### src/rtl/osc_bank_pkg.sv
// Shared types and default sizes for the multi-voice oscillator bank.
package osc_pkg;
  localparam int VOICES_DEF  = 8;
  localparam int PHASE_W_DEF = 24;
  localparam int OUT_W_DEF   = 12;

  typedef enum logic [1:0] {SAW = 2'd0, SQUARE = 2'd1, TRI = 2'd2, PULSE25 = 2'd3} wave_t;
  typedef enum logic {IDLE = 1'b0, RUN = 1'b1} state_t;
endpackage

### src/rtl/osc_bank_if.sv
// Config write bus + sample stream of osc_bank; mix outputs exist only with OSC_BANK_MIX_EN.
interface osc_bank_if import osc_pkg::*; #(
  parameter int VOICES  = VOICES_DEF,
  parameter int PHASE_W = PHASE_W_DEF,
  parameter int OUT_W   = OUT_W_DEF
);
  localparam int VI_W = $clog2(VOICES);

  logic                     sample_tick;
  logic                     cfg_we;
  logic [VI_W-1:0]          cfg_voice;
  logic [PHASE_W-1:0]       cfg_inc;
  logic [1:0]               cfg_wave;
  logic                     cfg_enable;
  logic                     busy;
  logic                     out_valid;
  logic [VI_W-1:0]          out_voice;
  logic signed [OUT_W-1:0]  out_sample;
  logic                     overrun;
`ifdef OSC_BANK_MIX_EN
  logic                          mix_valid;
  logic signed [OUT_W+VI_W-1:0]  mix_sample;

  modport master (output sample_tick, cfg_we, cfg_voice, cfg_inc, cfg_wave, cfg_enable,
                  input  busy, out_valid, out_voice, out_sample, overrun, mix_valid, mix_sample);
  modport slave  (input  sample_tick, cfg_we, cfg_voice, cfg_inc, cfg_wave, cfg_enable,
                  output busy, out_valid, out_voice, out_sample, overrun, mix_valid, mix_sample);
`else
  modport master (output sample_tick, cfg_we, cfg_voice, cfg_inc, cfg_wave, cfg_enable,
                  input  busy, out_valid, out_voice, out_sample, overrun);
  modport slave  (input  sample_tick, cfg_we, cfg_voice, cfg_inc, cfg_wave, cfg_enable,
                  output busy, out_valid, out_voice, out_sample, overrun);
`endif
endinterface

### src/rtl/osc_wave_shaper.sv
// Combinational phase -> signed sample for the four waveform modes.
module osc_wave_shaper import osc_pkg::*; #(
  parameter int PHASE_W = PHASE_W_DEF,
  parameter int OUT_W   = OUT_W_DEF
) (
  input  logic [PHASE_W-1:0]      phase,
  input  wave_t                   wave,
  output logic signed [OUT_W-1:0] sample
);
  localparam logic [OUT_W-1:0] POS_MAX = {1'b0, {(OUT_W-1){1'b1}}};
  localparam logic [OUT_W-1:0] NEG_MAX = {1'b1, {(OUT_W-1){1'b0}}};

  logic             msb;
  logic [OUT_W-1:0] q, top, t;

  always_comb begin
    sample = '0;
    msb    = phase[PHASE_W-1];
    q      = phase[PHASE_W-2 -: OUT_W];
    top    = phase[PHASE_W-1 -: OUT_W];
    t      = msb ? ~q : q;
    // Inverting the MSB maps offset-binary onto two's complement.
    case (wave)
      SAW:     sample = {~top[OUT_W-1], top[OUT_W-2:0]};
      SQUARE:  sample = msb ? NEG_MAX : POS_MAX;
      TRI:     sample = {~t[OUT_W-1], t[OUT_W-2:0]};
      PULSE25: sample = (phase[PHASE_W-1 -: 2] == 2'b00) ? POS_MAX : NEG_MAX;
    endcase
  end

  generate
    if (PHASE_W - OUT_W >= 2) begin : g_lo
      logic unused_lo;
      assign unused_lo = ^phase[PHASE_W-OUT_W-2:0];
    end
  endgenerate
endmodule

### src/rtl/osc_bank.sv
// Time-multiplexed oscillator bank: one voice per clock per sample tick through a shared shaper.
// Optional summed output per walk when OSC_BANK_MIX_EN is defined.
module osc_bank import osc_pkg::*; #(
  parameter int VOICES  = VOICES_DEF,
  parameter int PHASE_W = PHASE_W_DEF,
  parameter int OUT_W   = OUT_W_DEF
) (
  input  logic     CLK100MHZ,
  input  logic     reset,
  osc_bank_if.slave bus
);
  localparam int VI_W = $clog2(VOICES);

  state_t                  st, st_nx;
  logic [VI_W-1:0]         k, k_nx;
  logic                    proc;
  logic [PHASE_W-1:0]      phase [VOICES];
  logic [PHASE_W-1:0]      inc_r [VOICES];
  wave_t                   wave_r [VOICES];
  logic [VOICES-1:0]       en_r;
  logic signed [OUT_W-1:0] shp;
  logic                    ov_r, oflow_r;
  logic [VI_W-1:0]         ovoice_r;
  logic signed [OUT_W-1:0] osamp_r;

  always_ff @(posedge CLK100MHZ) begin
    if (reset) begin
      st <= IDLE;
      k  <= '0;
    end else begin
      st <= st_nx;
      k  <= k_nx;
    end
  end

  always_comb begin
    st_nx = st;
    k_nx  = k;
    proc  = 1'b0;
    case (st)
      IDLE: if (bus.sample_tick) begin
        st_nx = RUN;
        k_nx  = '0;
      end
      RUN: begin
        proc = 1'b1;
        k_nx = k + 1'b1;
        if (k == VI_W'(VOICES-1)) st_nx = IDLE;
      end
    endcase
  end

  osc_wave_shaper #(.PHASE_W(PHASE_W), .OUT_W(OUT_W)) u_shp (
    .phase (phase[k]),
    .wave  (wave_r[k]),
    .sample(shp)
  );

  // Processing reads pre-edge values, so a same-cycle config write lands after this walk uses the old ones.
  always_ff @(posedge CLK100MHZ) begin
    if (reset) begin
      for (int i = 0; i < VOICES; i++) begin
        phase[i]  <= '0;
        inc_r[i]  <= '0;
        wave_r[i] <= SAW;
      end
      en_r     <= '0;
      ov_r     <= 1'b0;
      ovoice_r <= '0;
      osamp_r  <= '0;
      oflow_r  <= 1'b0;
    end else begin
      ov_r <= proc;
      if (proc) begin
        ovoice_r <= k;
        osamp_r  <= en_r[k] ? shp : '0;
        phase[k] <= en_r[k] ? phase[k] + inc_r[k] : '0;
      end
      if (st == RUN && bus.sample_tick) oflow_r <= 1'b1;
      if (bus.cfg_we) begin
        inc_r[bus.cfg_voice]  <= bus.cfg_inc;
        wave_r[bus.cfg_voice] <= wave_t'(bus.cfg_wave);
        en_r[bus.cfg_voice]   <= bus.cfg_enable;
      end
    end
  end

  assign bus.busy       = (st == RUN);
  assign bus.out_valid  = ov_r;
  assign bus.out_voice  = ovoice_r;
  assign bus.out_sample = osamp_r;
  assign bus.overrun    = oflow_r;

`ifdef OSC_BANK_MIX_EN
  localparam int MIX_W = OUT_W + VI_W;
  logic signed [MIX_W-1:0] acc, mix_r, sx;
  logic                    mix_v;

  assign sx = {{VI_W{osamp_r[OUT_W-1]}}, osamp_r};

  // Total is taken from acc + last sample directly, so a tick landing on the last output may clear acc safely.
  always_ff @(posedge CLK100MHZ) begin
    if (reset) begin
      acc   <= '0;
      mix_r <= '0;
      mix_v <= 1'b0;
    end else begin
      mix_v <= 1'b0;
      if (ov_r && ovoice_r == VI_W'(VOICES-1)) begin
        mix_r <= acc + sx;
        mix_v <= 1'b1;
      end
      if (st == IDLE && bus.sample_tick) acc <= '0;
      else if (ov_r)                     acc <= acc + sx;
    end
  end

  assign bus.mix_valid  = mix_v;
  assign bus.mix_sample = mix_r;
`endif
endmodule

### src/flat_wrapper.sv
// flat-port wrapper written by rule: the top's interface ports become plain ports
module osc_bank_flat import osc_pkg::*;
#(
  parameter int VOICES  = VOICES_DEF,
  parameter int PHASE_W = PHASE_W_DEF,
  parameter int OUT_W   = OUT_W_DEF
)
  (CLK100MHZ, reset, bus_sample_tick, bus_cfg_we, bus_cfg_voice, bus_cfg_inc, bus_cfg_wave, bus_cfg_enable, bus_busy, bus_out_valid, bus_out_voice, bus_out_sample, bus_overrun);
  osc_bank_if #(.VOICES(VOICES), .PHASE_W(PHASE_W), .OUT_W(OUT_W)) bus_i ();
  input  logic CLK100MHZ;
  input  logic reset;
  input wire logic [$bits(bus_i.sample_tick)-1:0] bus_sample_tick;
  input wire logic [$bits(bus_i.cfg_we)-1:0] bus_cfg_we;
  input wire logic [$bits(bus_i.cfg_voice)-1:0] bus_cfg_voice;
  input wire logic [$bits(bus_i.cfg_inc)-1:0] bus_cfg_inc;
  input wire logic [$bits(bus_i.cfg_wave)-1:0] bus_cfg_wave;
  input wire logic [$bits(bus_i.cfg_enable)-1:0] bus_cfg_enable;
  output wire logic [$bits(bus_i.busy)-1:0] bus_busy;
  output wire logic [$bits(bus_i.out_valid)-1:0] bus_out_valid;
  output wire logic [$bits(bus_i.out_voice)-1:0] bus_out_voice;
  output wire logic [$bits(bus_i.out_sample)-1:0] bus_out_sample;
  output wire logic [$bits(bus_i.overrun)-1:0] bus_overrun;
  assign bus_i.sample_tick = bus_sample_tick;
  assign bus_i.cfg_we = bus_cfg_we;
  assign bus_i.cfg_voice = bus_cfg_voice;
  assign bus_i.cfg_inc = bus_cfg_inc;
  assign bus_i.cfg_wave = bus_cfg_wave;
  assign bus_i.cfg_enable = bus_cfg_enable;
  assign bus_busy = bus_i.busy;
  assign bus_out_valid = bus_i.out_valid;
  assign bus_out_voice = bus_i.out_voice;
  assign bus_out_sample = bus_i.out_sample;
  assign bus_overrun = bus_i.overrun;
  osc_bank #(.VOICES(VOICES), .PHASE_W(PHASE_W), .OUT_W(OUT_W)) u_core (.CLK100MHZ(CLK100MHZ), .reset(reset), .bus(bus_i));
endmodule
### config.mk
export PLATFORM = sky130hd
export DESIGN_NAME = osc_bank_flat
export DESIGN_NICKNAME = d
export VERILOG_FILES = /design/src/rtl/osc_bank_pkg.sv /design/src/rtl/osc_bank_if.sv /design/src/rtl/osc_wave_shaper.sv /design/src/rtl/osc_bank.sv /design/src/flat_wrapper.sv
export SDC_FILE = /design/constraint.sdc
export NUM_CORES = 1
export LEC_CHECK = 0
export BUFFER_PORTS_ARGS = -buffer_cell sky130_fd_sc_hd__clkbuf_2
export CORE_ASPECT_RATIO = 1.75
export CORE_MARGIN = 8
export CORE_UTILIZATION = 45
export DETAILED_ROUTE_END_ITERATION = 10
export SLEW_MARGIN = 20
export SYNTH_ARGS = -nofsm -noshare
export SYNTH_HDL_FRONTEND = slang
export SYNTH_SLANG_ARGS = --single-unit
### constraint.sdc
create_clock -name CLK100MHZ -period 7.8 [get_ports CLK100MHZ]
set_clock_uncertainty 0.2 [all_clocks]
set_input_delay 1.17 -clock CLK100MHZ [delete_from_list [all_inputs] [get_ports CLK100MHZ]]
set_output_delay 1.17 -clock CLK100MHZ [all_outputs]
set_load 0.02 [all_outputs]
### Word-level counts from Yosys, hierarchy flattened

Memory sizes are Yosys's and may differ from the RTL's. A register that Yosys moved wholly into a read port is not among the register bits.
Cells that the tools add are included.

| word-level totals | value |
|---|---|
| register bits | 29 |
| RAM bits | 400 |
| bits of input ports | 34 |
| output and inout bits | 18 |
| memories kept | 3 |

| cells by class | value |
|---|---|
| add/sub/neg operators | 2 |
| order comparisons | 3 |
| eq/ne operators | 5 |
| multiplexer cells | 40 |
| bitwise gates (word level) | 4 |
| reduce and logical (&&, ||, !) cells | 7 |

Memory list:

| memory | depth | width | rd ports | clocked after Yosys merged registers in | write ports | line | source |
|---|---|---|---|---|---|---|---|
| u_core.inc_r | 8 | 24 | 1 | 1 | 8 | osc_bank.sv:18 | `logic [PHASE_W-1:0] inc_r [VOICES];` |
| u_core.phase | 8 | 24 | 1 | 1 | 8 | osc_bank.sv:17 | `logic [PHASE_W-1:0] phase [VOICES];` |
| u_core.wave_r | 8 | 2 | 1 | 1 | 8 | osc_bank.sv:19 | `wave_t wave_r [VOICES];` |

Operators with widths:

| cell | number |
|---|---|
| two-way mux 24 bit | 3 |
| two-way mux 12 bit | 4 |
| case mux 12 bit (4 select lines) | 1 |
| OR reduction 24 bit | 2 |
| two-way mux 3 bit | 10 |
| adder 24 bit | 1 |
| two-way mux 1 bit | 16 |
| inverter 12 bit | 1 |
| bitwise mux 8 bit | 1 |
| < comparator 3 x 4 -> 1 bit, second input constant | 2 |
| case mux 3 bit (2 select lines) | 1 |
| equality test 2 bit, second input constant | 2 |
| logical NOT 2 bit | 2 |
| adder 3 x 1 -> 3 bit, second input constant | 1 |
| binary-select mux 1 bit (select 3 bit) | 1 |
| demux 1 bit (select 3 bit) | 1 |
| equality test 3 bit, second input constant | 1 |
| >= comparator 3 x 1 -> 1 bit, second input constant | 1 |
| inverter 1 bit | 3 |
| equality test 2 x 1 -> 1 bit, second input constant | 1 |
| logical AND 1 bit | 2 |
| two-way mux 2 bit | 1 |
| inequality test 2 bit, second input constant | 1 |
| case mux 1 bit (2 select lines) | 1 |
| OR reduction 2 bit | 1 |

### Logic depth before layout (Yosys ltp)

Gate-level depths: netlist of the first run.

| depth | value |
|---|---|
| depth after elaboration | 6 |
| mapped depth | 15 |
| gate-level depth less buffers | 10 |

### By module

From an unflattened synthesis of the first run, not the netlist that was laid out.

| second synthesis, totals | value |
|---|---|
| cells, all modules | 1450 |
| area total of the unflattened synthesis | 20384.6 um2 |

Modules (own cells, without submodules):

| module | instances | cells an instance | area an instance (um2) | seq. area each (um2) |
|---|---|---|---|---|
| osc_bank | 1 | 1392 | 20020.5 | 12652.1 |
| osc_wave_shaper | 1 | 58 | 364.1 | 0.0 |

### Worst setup path before layout of the first run

Ideal clock, no wire load.

| timing | value |
|---|---|
| path type | reg-to-reg |
| start point | reg with a tool-made name |
| end point | mem u_core.phase[1][20] in the netlist's numbering, data pin |
| library setup time | 282 ps |
| arrival time | 3723 ps |
| data required time | 7318 ps |
| path slack | 3594 ps |
| stages on the path, launching flop included | 14 |
| path buffers | 3 |
| path through | dfxtp_1 buf_2 buf_2 buf_2 mux4_2 mux2_2 ha_1 fa_1 a21oi_1 o211a_1 o32a_1 a21boi_0 nor3_1 nor3_1 |

RTL lines:

| element | line |
|---|---|
| end: declaration | osc_bank.sv:17 |

==> results of run 1 <==
-- logic make-up after synthesis --
group | after synthesis
xor gates and xnor gates | 25
adders and majority gates | 27
AOI/OAI and AO/OA | 133
and+or+nand+nor | 539
DFF | 432
buffers and inverters | 106
muxes | 156
-- synth_stat cells (8+ instances only) --
library cell,number
nand3_1,15
a22oi_1,11
o211ai_1,8
o21ai_0,22
and2_1,213
nor3_1,42
a21oi_1,27
mux2i_1,17
xnor2_1,19
ha_1,26
a21o_1,8
nor2_1,177
a22o_1,11
dfxtp_1,32
and3b_1,8
mux2_2,36
buf_2,15
inv_1,29
mux4_2,102
nand2b_1,11
edfxtp_1,400
nand2_1,49
clkbuf_1,50
-- path summary, 6_finish.rpt --
check	from	to	slack (ps)	cells after the start
hold / removal	u_core.bus.out_sample[11]$_SDFFE_PP0P_	u_core.bus.out_sample[11]$_SDFFE_PP0P_	260	2
setup reg to reg	register	u_core.phase[1][20]$_SDFFCE_PN0P_	2640	10
hold reg to reg	u_core.bus.out_sample[11]$_SDFFE_PP0P_	u_core.bus.out_sample[11]$_SDFFE_PP0P_	260	2
setup / recovery	register	u_core.phase[1][20]$_SDFFCE_PN0P_	2640	10
-- cell type report --
cell class                 instances  area share
sequential                       432       0.566
multi-input combinational        880       0.323
clock buffer                      49      0.0472
tap                              577      0.0323
timing repair buffer              75      0.0196
clock inverter                    20     0.00626
inverter                          29     0.00487
antenna                            4    0.000447
-- registers in the layout, summed over array words and instances, names as in the netlist, named ones only --
register,cells
u_core.bus.out_valid,1
u_core.k,3
u_core.inc_r,192
u_core.wave_r,16
u_core.bus.overrun,1
u_core.phase,192
u_core.en_r,8
u_core.bus.out_sample,12
u_core.bus.out_voice,3
u_core.bus.busy,1
-- power breakdown --
| group | switching (W) | total [W] | internal [W] |
|---|---|---|---|
| Sequential | 0.0000421 | 0.00268 | 0.00264 |
| Combinational | 0.000406 | 0.000628 | 0.000222 |
| Clock | 0.000834 | 0.00186 | 0.00102 |
-- placed cells by master (no fill, tap or decap), types with 26 or more instances in the layout --
| master | synthesis | routed |
|---|---|---|
| a21oi_1 | 27 | 27 |
| and2_1 | 213 | 213 |
| clkbuf_16 | 0 | 41 |
| clkbuf_2 | 1 | 51 |
| dfxtp_1 | 32 | 29 |
| edfxtp_1 | 400 | 400 |
| ha_1 | 26 | 26 |
| inv_1 | 29 | 29 |
| mux2_2 | 36 | 36 |
| mux4_2 | 102 | 102 |
| nand2_1 | 49 | 49 |
| nor2_1 | 177 | 171 |
| nor3_1 | 42 | 40 |
-- metrics by stage --
stage / total power [W] / hold slack, ps / util
4_1_cts: 0.00520 / 267 / 0.500
6_report: 0.00517 / 264 / 0.500
3_5_place_dp: 0.00336 / 251 / 0.473
3_3_place_gp: 0.00335 / 249 / 0.473
2_1_floorplan: 0.00315 / 242 / -
5_1_grt: 0.00533 / 293 / 0.500
-- layer usage --
layer | GRT usage | up-vias | part of all wire
li1 | - | 5374 | -
met1 | 0.227 | 6160 | 0.37
met2 | 0.388 | 343 | 0.54
met3 | 0.0208 | 94 | 0.041
met4 | 0.104 | 0 | 0.048
met5 | 0 | - | 0
-- worst max-delay path: stages, from the launching register on --
cell      delay, ps
dfxtp_4         870
buf_4           550
mux4_2          560
mux2_2          310
fa_1            430
a21oi_1         210
o211a_1         300
o32a_1          390
a21boi_0        230
nor3_1          650
nor3_1          110
==> metrics.md, run 1 <==
| Metric | Value |
|---|---|
| Sequential fraction of the synthesis area | 0.625 |
| Synth Area in Adders | 0.0171 |
| Multiplexer share of the synthesized area | 0.143 |
| GPL Wtd Cong | approximately 1.0 |
| Height of the die | between 200 and 300 um |
| Grt total ovfl | 0 |
| Clock-pin slew on the worst setup and hold paths | about 70 ps |
| Largest net degree at the start of global routing | 44 |
| Wire per inst | around 26 um |
| Setup Viol. Count Final | 0 |
| Post-Syn Area | 0.0202 mm^2 |
| Via count | 12,000 |
| CP Data Required Time | 7860 ps |
| Hold_buf cts | 0 |
| Die Wd | 176 um |
| Pwr Density | 231 mW/mm^2 |
| Final HPWL DP | 33,400 um |
| Number of nets with antenna violations after routing | 0 |
| Longest Clk Path Bufs | 3 |
| Post-synth EDFFs | 400 |
| Htree depth | 2 |
| Critical Path AT | 5210 ps |
| Fin area | 0.0224 mm^2 |
| Largest area contributor in the netlist | edfxtp_1 |
| Synthesized Nets | 1,479 |
| Area Overhead vs Synth | 10.6% |
| Post-route clock period utilization | 0.661 |
| Status | complete, no violations |
| CTS resizes | 0 |
| DRC viols | 0 |
| CP max FO | 37 |
| Clk Latency, worst-skew pair | 550 ps |
| Syn Area/Cell | 14.3 um^2 |
| Async S/R FF share, synth | 0 |
| Number of global-route vias before repair | 12,600 |
| Largest family of logic cells by synthesized area | multiplexers |
| Compound-Gate Fraction of Synth Area | 0.0455 |
| Final min period | about 5200 ps |
| Fillers | ~3,800 |
| Register area | roughly 0.013 mm^2 |
| Pre-CTS setup slack | 2640 ps |
| Nets | roughly 1,500 |
| Std cell rows | 103 |
| Peak supply drop | 0.189 mV |
| Final hold viol count | 0 |
| Fmax | between 0.15 and 0.2 GHz |
| CTS root buf | clkbuf_16 |
| Worst setup SP type | register |
| First-pass GRT wire length | 79,200 um |
| Top cells by area, synth | edfxtp_1, mux4_2, and2_1 |
| Post-synth top area share | 0.594 |
| Endpoint class of the critical path | register |
| Initial antenna violation count | 5 |
| Share of layout cells above drive strength 1 | 0.195 |
| # IOs | 52 |
| Detail-routed via count per cell | 5.79 |
| Post-Synth XOR/XNOR Area | 0.0108 |
| Gr usage total | 0.206 |
| Core box area | 0.0447 mm^2 |
| 1st-iter DRT viols | 879 |
| Max_cap viols | 0 |
| Fin. max-slew vios | 0 |
| Worst-Margin Slew | 1100 ps |
| FF+latch count, synth | ~430 |
| # Post-CTS Setup Buffers | 0 |
| Slew margin rel. | 0.263 |
| CTS tree | done |
| Synth Instances | 1,418 |
| Area of the multi-input gates | between 0.007 and 0.008 mm^2 |
| Primary FF master, synth | edfxtp_1 |
| Drt pass-1 iters | 5 |
| Setup ws final | 2640 ps |
| DIE AREA | between 0.05 and 0.06 mm^2 |
| CTS Sinks | ~430 |
| CP Class | register to register |
| Unrepaired setup endpoints after global routing | false |
| Leakage power | 7.84 nW |
| Setup TNS | 0 ps |
| Synth Area in Simple Gates | 0.137 |
| Synth unique cells | 56 |
| YS warnings | 0 |
| Drt total wl | 52,900 um |
| Initial Utilization | 0.453 |
| Placed cells | ~2,000 |
| Non-Filler Instances | 2,066 |
| Dpl cell area | 0.0212 mm^2 |
| CTS Buf Count | 39 |
| Worst hold path class | register to register |
| Buffers on Ports | roughly 50 |
(Power assumes the default switching activity.)
==> inputs of run 2 (changes only) <==
==> constraint.sdc (replaced) <==
create_clock -name CLK100MHZ -period 4.7 [get_ports CLK100MHZ]
set_clock_uncertainty 0.2 [all_clocks]
set_input_delay 0.705 -clock CLK100MHZ [delete_from_list [all_inputs] [get_ports CLK100MHZ]]
set_output_delay 0.705 -clock CLK100MHZ [all_outputs]
set_load 0.02 [all_outputs]
==> run 2 against run 1 <==
  * Global-route usage rose by 0.27 points
  * Hold slack worse by 100 ps
  * Critical path depth grew 1
  * Sequential power up 66%
  * Cell area up 2.7%
  * Total power grew 76%
==> metrics.md, run 2 (synthesized netlist as in run 1, its figures left out) <==
| Metric | Value |
|---|---|
| Nets | around 1,600 |
| CTS Sinks | 432 |
| Grt total ovfl | 0 |
| DRC viols | 0 |
| CTS resizes | 0 |
| Initial Utilization | 0.453 |
| Largest net degree at the start of global routing | 46 |
| DIE AREA | 0.0523 mm^2 |
| Worst-path cell chain | buf_12 > buf_12 > mux4_2 > mux2_2 > ha_1 > nand3_1 > o211a_1 > o32a_1 > a21boi_0 > o21a_1 > nor3_1 |
| Worst Hold Depth | 2 |
| First-pass GRT wire length | 80,800 um |
| Core box area | 0.0447 mm^2 |
| CTS Buf Count | 41 |
| CP Data Required Time | 4800 ps |
| Buffers on Ports | between 50 and 60 |
| Most common cell after layout, fill and taps aside | edfxtp_1 |
| Max_cap viols | 0 |
| CP max FO | 31 |
| Unrepaired setup endpoints after global routing | false |
| 1st-iter DRT viols | roughly 860 |
| Number of global-route vias before repair | 12,900 |
| Post-route clock period utilization | 0.920 |
| Hold_buf cts | 0 |
| CP dominant cell by count | buf_12 |
| Height of the die | 297 um |
| Htree depth | 2 |
| Most frequent cells in the layout | edfxtp_1, and2_1, nor2_1 |
| Slew margin rel. | 0.302 |
| Pwr Density | 395 mW/mm^2 |
| Longest Clk Path Bufs | 3 |
| Worst setup SP type | register |
| Initial antenna violation count | 4 |
| Final hold viol count | 0 |
| Endpoint class of the critical path | register |
| Setup TNS | 0 ps |
| Die Wd | 176 um |
| Fmax | 0.231 GHz |
| Critical Path AT | 4430 ps |
| CTS tree | done |
| Final HPWL DP | 34,800 um |
| Number of nets with antenna violations after routing | 0 |
| # IOs | 52 |
| Worst hold path class | input pin to register |
| Clk Latency, worst-skew pair | 560 ps |
| Setup Viol. Count Final | 0 |
| Gr usage total | 0.209 |
| Area Overhead vs Synth | 13.6% |
| Share of layout cells above drive strength 1 | 0.224 |
| CP Class | register to register |
| # Post-CTS Setup Buffers | 0 |
| Status | complete, no violations |
| Final min period | 4330 ps |
| Detail-routed via count per cell | 5.74 |
| Worst-Margin Slew | 1050 ps |
| Drt pass-1 iters | 6 |
| Leakage power | around 8.2 nW |
| CTS root buf | clkbuf_16 |
| Biggest cell delay along the critical path | 580 ps |
| Drt total wl | 53,600 um |
| Std cell rows | 103 |
| R2R depth | 11 |
| Wire per inst | roughly 25 um |
| CP max-delay cell | a21boi_0 |
| Fin. max-slew vios | 0 |
| Clock-pin slew on the worst setup and hold paths | 60 ps |
| Largest registers | u_core.inc_r (192), u_core.phase (192), u_core.wave_r (16) |
| GPL Wtd Cong | 0.887 |
| Peak supply drop | 0.331 mV |
| Via count | 12,100 |
| Min Hold Slack | 162 ps |
==> run 2: changes by cell type in the layout (fill, tap and decap cells not counted), sizes merged <==
cell | before | now
buf | 24 | 66
bufinv | 2 | 7
clkbuf | 100 | 98
diode | 4 | 2
inv | 29 | 32
==> run 2: worst paths after layout <==
kind | startpoint | end | slack (ps)
worst max-delay path | register | u_core.phase[6][20]$_SDFFCE_PN0P_ | 370
worst min-delay path | reset | u_core.bus.out_valid$_SDFF_PP0_ | 160
worst max register to register | register | u_core.phase[6][20]$_SDFFCE_PN0P_ | 370
worst min register to register | u_core.en_r[4]$_SDFFE_PP0P_ | u_core.en_r[4]$_SDFFE_PP0P_ | 270
==> run 2: cell type report <==
| cell class | count | area [um^2] |
|---|---|---|
| clock inverters | 28 | 324 |
| clock buffers | 47 | 1090 |
| multi-input cells | 880 | 7230 |
| repair buffers | 117 | 838 |
| fillers | 3730 | 21700 |
| inverters | 29 | 109 |
| well taps | 577 | 722 |
| flip-flops and latches | 432 | 12700 |
| diodes | 2 | 5.00 |
==> run 2: power breakdown <==
group          leakage [nW]  switching [W]  internal (W)
clock network         0.694        0.00146       0.00206
logic                  3.21       0.000697      0.000437
registers              4.26      0.0000552       0.00438
==> run 2: worst max-delay path: cells and delay by family (launching register included) <==
kind                     cells  cell delay, ps
multiplexers                 2             560
adder cells (fa/ha/maj)      1             350
AND/OR/NAND/NOR              2             240
buffers and inverters        2             470
flip-flops                   1             480
AO/OA/AOI/OAI                4            1700
==> run 2: layer usage <==
metal	routed length, um	GRT usage	vias to the layer above	part of all wire
li1	-	-	5484	-
met1	19300	0.223	6199	0.36
met2	29700	0.399	308	0.55
met3	1980	0.0234	130	0.037
met4	2620	0.105	2	0.049
met5	13	0	-	0.00024
==> run 2: metrics by stage <==
step	cell area [um^2]	std cells	util	total power, W	worst slack, ps
finish	23000	2112	0.514	0.00909	375
global route	23000	2112	0.514	0.00937	60.2
CTS	23000	2110	0.514	0.00914	392
detailed placement	21600	2035	0.482	0.00566	392
global placement	21600	2035	0.482	0.00564	427
floorplan	20200	1418	-	0.00522	494
==> inputs of run 3 (changes only) <==
==> constraint.sdc (replaced) <==
create_clock -name CLK100MHZ -period 4.7 [get_ports CLK100MHZ]
set_clock_uncertainty 0.2 [all_clocks]
set_input_delay 0.94 -clock CLK100MHZ [delete_from_list [all_inputs] [get_ports CLK100MHZ]]
set_output_delay 0.94 -clock CLK100MHZ [all_outputs]
set_load 0.02 [all_outputs]
==> run 3 against run 2 <==
  * Sequential power barely moved
  * Setup slack got worse by 42 ps
  * Core utilization barely moved
  * Global-route usage fell by 0.13 points
  * Fmax fell by 0.97%
  * Register-to-register slack got worse by 40 ps
  * Via count fell by 1.0%
  * Critical path depth did not move
  * First-iteration DRC count fell by 3.1%
  * Largest cell class unchanged
  * Largest power group unchanged
==> metrics.md, run 3 (synthesized netlist as in run 1, its figures left out) <==
| Metric | Value |
|---|---|
| Worst setup SP type | register |
| Largest net degree at the start of global routing | 46 |
| DIE AREA | 0.0523 mm^2 |
| CTS tree | done |
| Via count | 12,000 |
| Pwr Density | 392 mW/mm^2 |
| Height of the die | 297 um |
| Die Wd | ~180 um |
| Initial Utilization | 0.453 |
| Unrepaired setup endpoints after global routing | false |
| CTS root buf | clkbuf_16 |
| Peak supply drop | 0.247 mV |
| Final hold viol count | 0 |
| Most common cell after layout, fill and taps aside | edfxtp_1 |
| Setup Viol. Count Final | 0 |
| Hold_buf cts | 0 |
| Buffers on Ports | 51 |
| Initial antenna violation count | 4 |
| Clk Latency, worst-skew pair | 560 ps |
| CTS Sinks | 432 |
| Logic pwr share | 0.127 |
| Dpl cell area | 0.0216 mm^2 |
| Area Overhead vs Synth | 13.5% |
| CTS resizes | 0 |
| First-pass GRT wire length | 80,100 um |
| # Post-CTS Setup Buffers | 0 |
| Drt total wl | approximately 53,000 um |
| Final min period | 4370 ps |
| Status | complete, no violations |
| Worst hold path class | register to register |
| Std cell rows | 103 |
| Worst-path cell chain | buf_12 > mux4_2 > mux2i_1 > inv_1 > ha_1 > a21oi_2 > a21boi_0 > a31oi_1 > o211a_1 > nor3_2 > nor3_1 |
| GPL Wtd Cong | 0.919 |
| Core box area | ~0.045 mm^2 |
| Most frequent cells in the layout | edfxtp_1, and2_1, nor2_1 |
| Setup TNS | 0 ps |
| CP Data Required Time | 4770 ps |
| Post-route clock period utilization | 0.929 |
| Critical Path AT | 4440 ps |
| Leakage power | between 8 and 9 nW |
| Fin. max-slew vios | 0 |
| Worst-Margin Slew | 1050 ps |
| Nets | 1,561 |
| Htree depth | 2 |
| Clock-pin slew on the worst setup and hold paths | 60 ps |
| Wire per inst | 25.3 um |
| Grt total ovfl | 0 |
| Internal power | 0.00681 W |
| Drt pass-1 iters | 5 |
| 1st-iter DRT viols | 834 |
| Longest Clk Path Bufs | 3 |
| Sw frac | 0.243 |
| Biggest cell delay along the critical path | between 500 and 600 ps |
| Endpoint class of the critical path | register |
| CTS Buf Count | 40 |
| Number of global-route vias before repair | 12,700 |
| Share of layout cells above drive strength 1 | 0.223 |
| Largest registers | u_core.inc_r (192), u_core.phase (192), u_core.wave_r (16) |
| CP Class | register to register |
| CP max FO | 17 |
| Detail-routed via count per cell | approximately 5.7 |
| Seq pwr share | 0.493 |
| DRC viols | 0 |
| Fin area | approximately 0.023 mm^2 |
| Number of nets with antenna violations after routing | 0 |
| Min Hold Slack | 267 ps |
| Net switching power | 0.00219 W |
| Fmax | about 0.23 GHz |
| # IOs | 52 |
| Slew margin rel. | 0.300 |
| Gr usage total | 0.208 |
| Clk pwr share | 0.380 |
| CP max-delay cell | mux2i_1 |
| Max_cap viols | 0 |
| Final HPWL DP | 34,500 um |
[run 3: cell count changes in the layout (fill, tap and decap cells not counted)]
cell | before | now
buf_12 | 7 | 10
clkinv_1 | 9 | 6
clkinv_2 | 7 | 6
clkbuf_16 | 43 | 41
buf_4 | 59 | 56
clkbuf_1 | 4 | 5
inv_8 | 1 | 0
clkinvlp_4 | 1 | 3
[run 3: final timing paths]
| check | from | to | slack (ps) | cells after the start |
|---|---|---|---|---|
| min reg2reg | u_core.en_r[4]$_SDFFE_PP0P_ | u_core.en_r[4]$_SDFFE_PP0P_ | 270 | 2 |
| max | register | u_core.phase[3][17]$_SDFFCE_PN0P_ | 330 | 11 |
| max reg2reg | register | u_core.phase[3][17]$_SDFFCE_PN0P_ | 330 | 11 |
| min | u_core.en_r[4]$_SDFFE_PP0P_ | u_core.en_r[4]$_SDFFE_PP0P_ | 270 | 2 |
[run 3: power groups by stage]
stage / Sequential [W] / Clock, W / Combinational (W)
4_1_cts: 0.00444 / 0.00346 / 0.00115
2_1_floorplan: 0.00450 / 0 / 0.000722
3_5_place_dp: 0.00452 / 0 / 0.00114
6_report: 0.00444 / 0.00342 / 0.00114
5_1_grt: 0.00445 / 0.00358 / 0.00123
3_3_place_gp: 0.00451 / 0 / 0.00114
[run 3: final cells by class]
type | count | area, um^2
Clock inverter | 25 | 312
Sequential cell | 432 | 12700
Tap cell | 577 | 722
Clock buffer | 46 | 1040
Multi-Input combinational cell | 880 | 7230
Fill cell | 3726 | 21800
Antenna cell | 2 | 5.00
Timing Repair Buffer | 117 | 876
Inverter | 29 | 109
[run 3: critical path: cells and delay by family, from the launching register on]
kind                     cells  cell delay, ps
multiplexers                 2            1100
AND/OR/NAND/NOR              2             600
flip-flops                   1             460
buffers and inverters        2             320
adder cells (fa/ha/maj)      1             420
AO/OA/AOI/OAI                4             960
[run 3: layer usage]
layer,track usage,up-vias,routed length [um]
li1,-,5468,-
met3,0.0177,108,1650
met5,0,-,11
met2,0.396,291,29400
met4,0.102,2,2410
met1,0.227,6129,19700
[run 3: through the flow]
step / total power [W] / instances / utilization / setup WS, ps
after CTS: 0.00904 / 2106 / 0.513 / 333
after global routing: 0.00927 / 2108 / 0.514 / 92.2
after detailed placement: 0.00566 / 2035 / 0.483 / 358
final: 0.00900 / 2108 / 0.514 / 332
after floorplan: 0.00522 / 1418 / - / 494
after global placement: 0.00564 / 2035 / 0.483 / 398
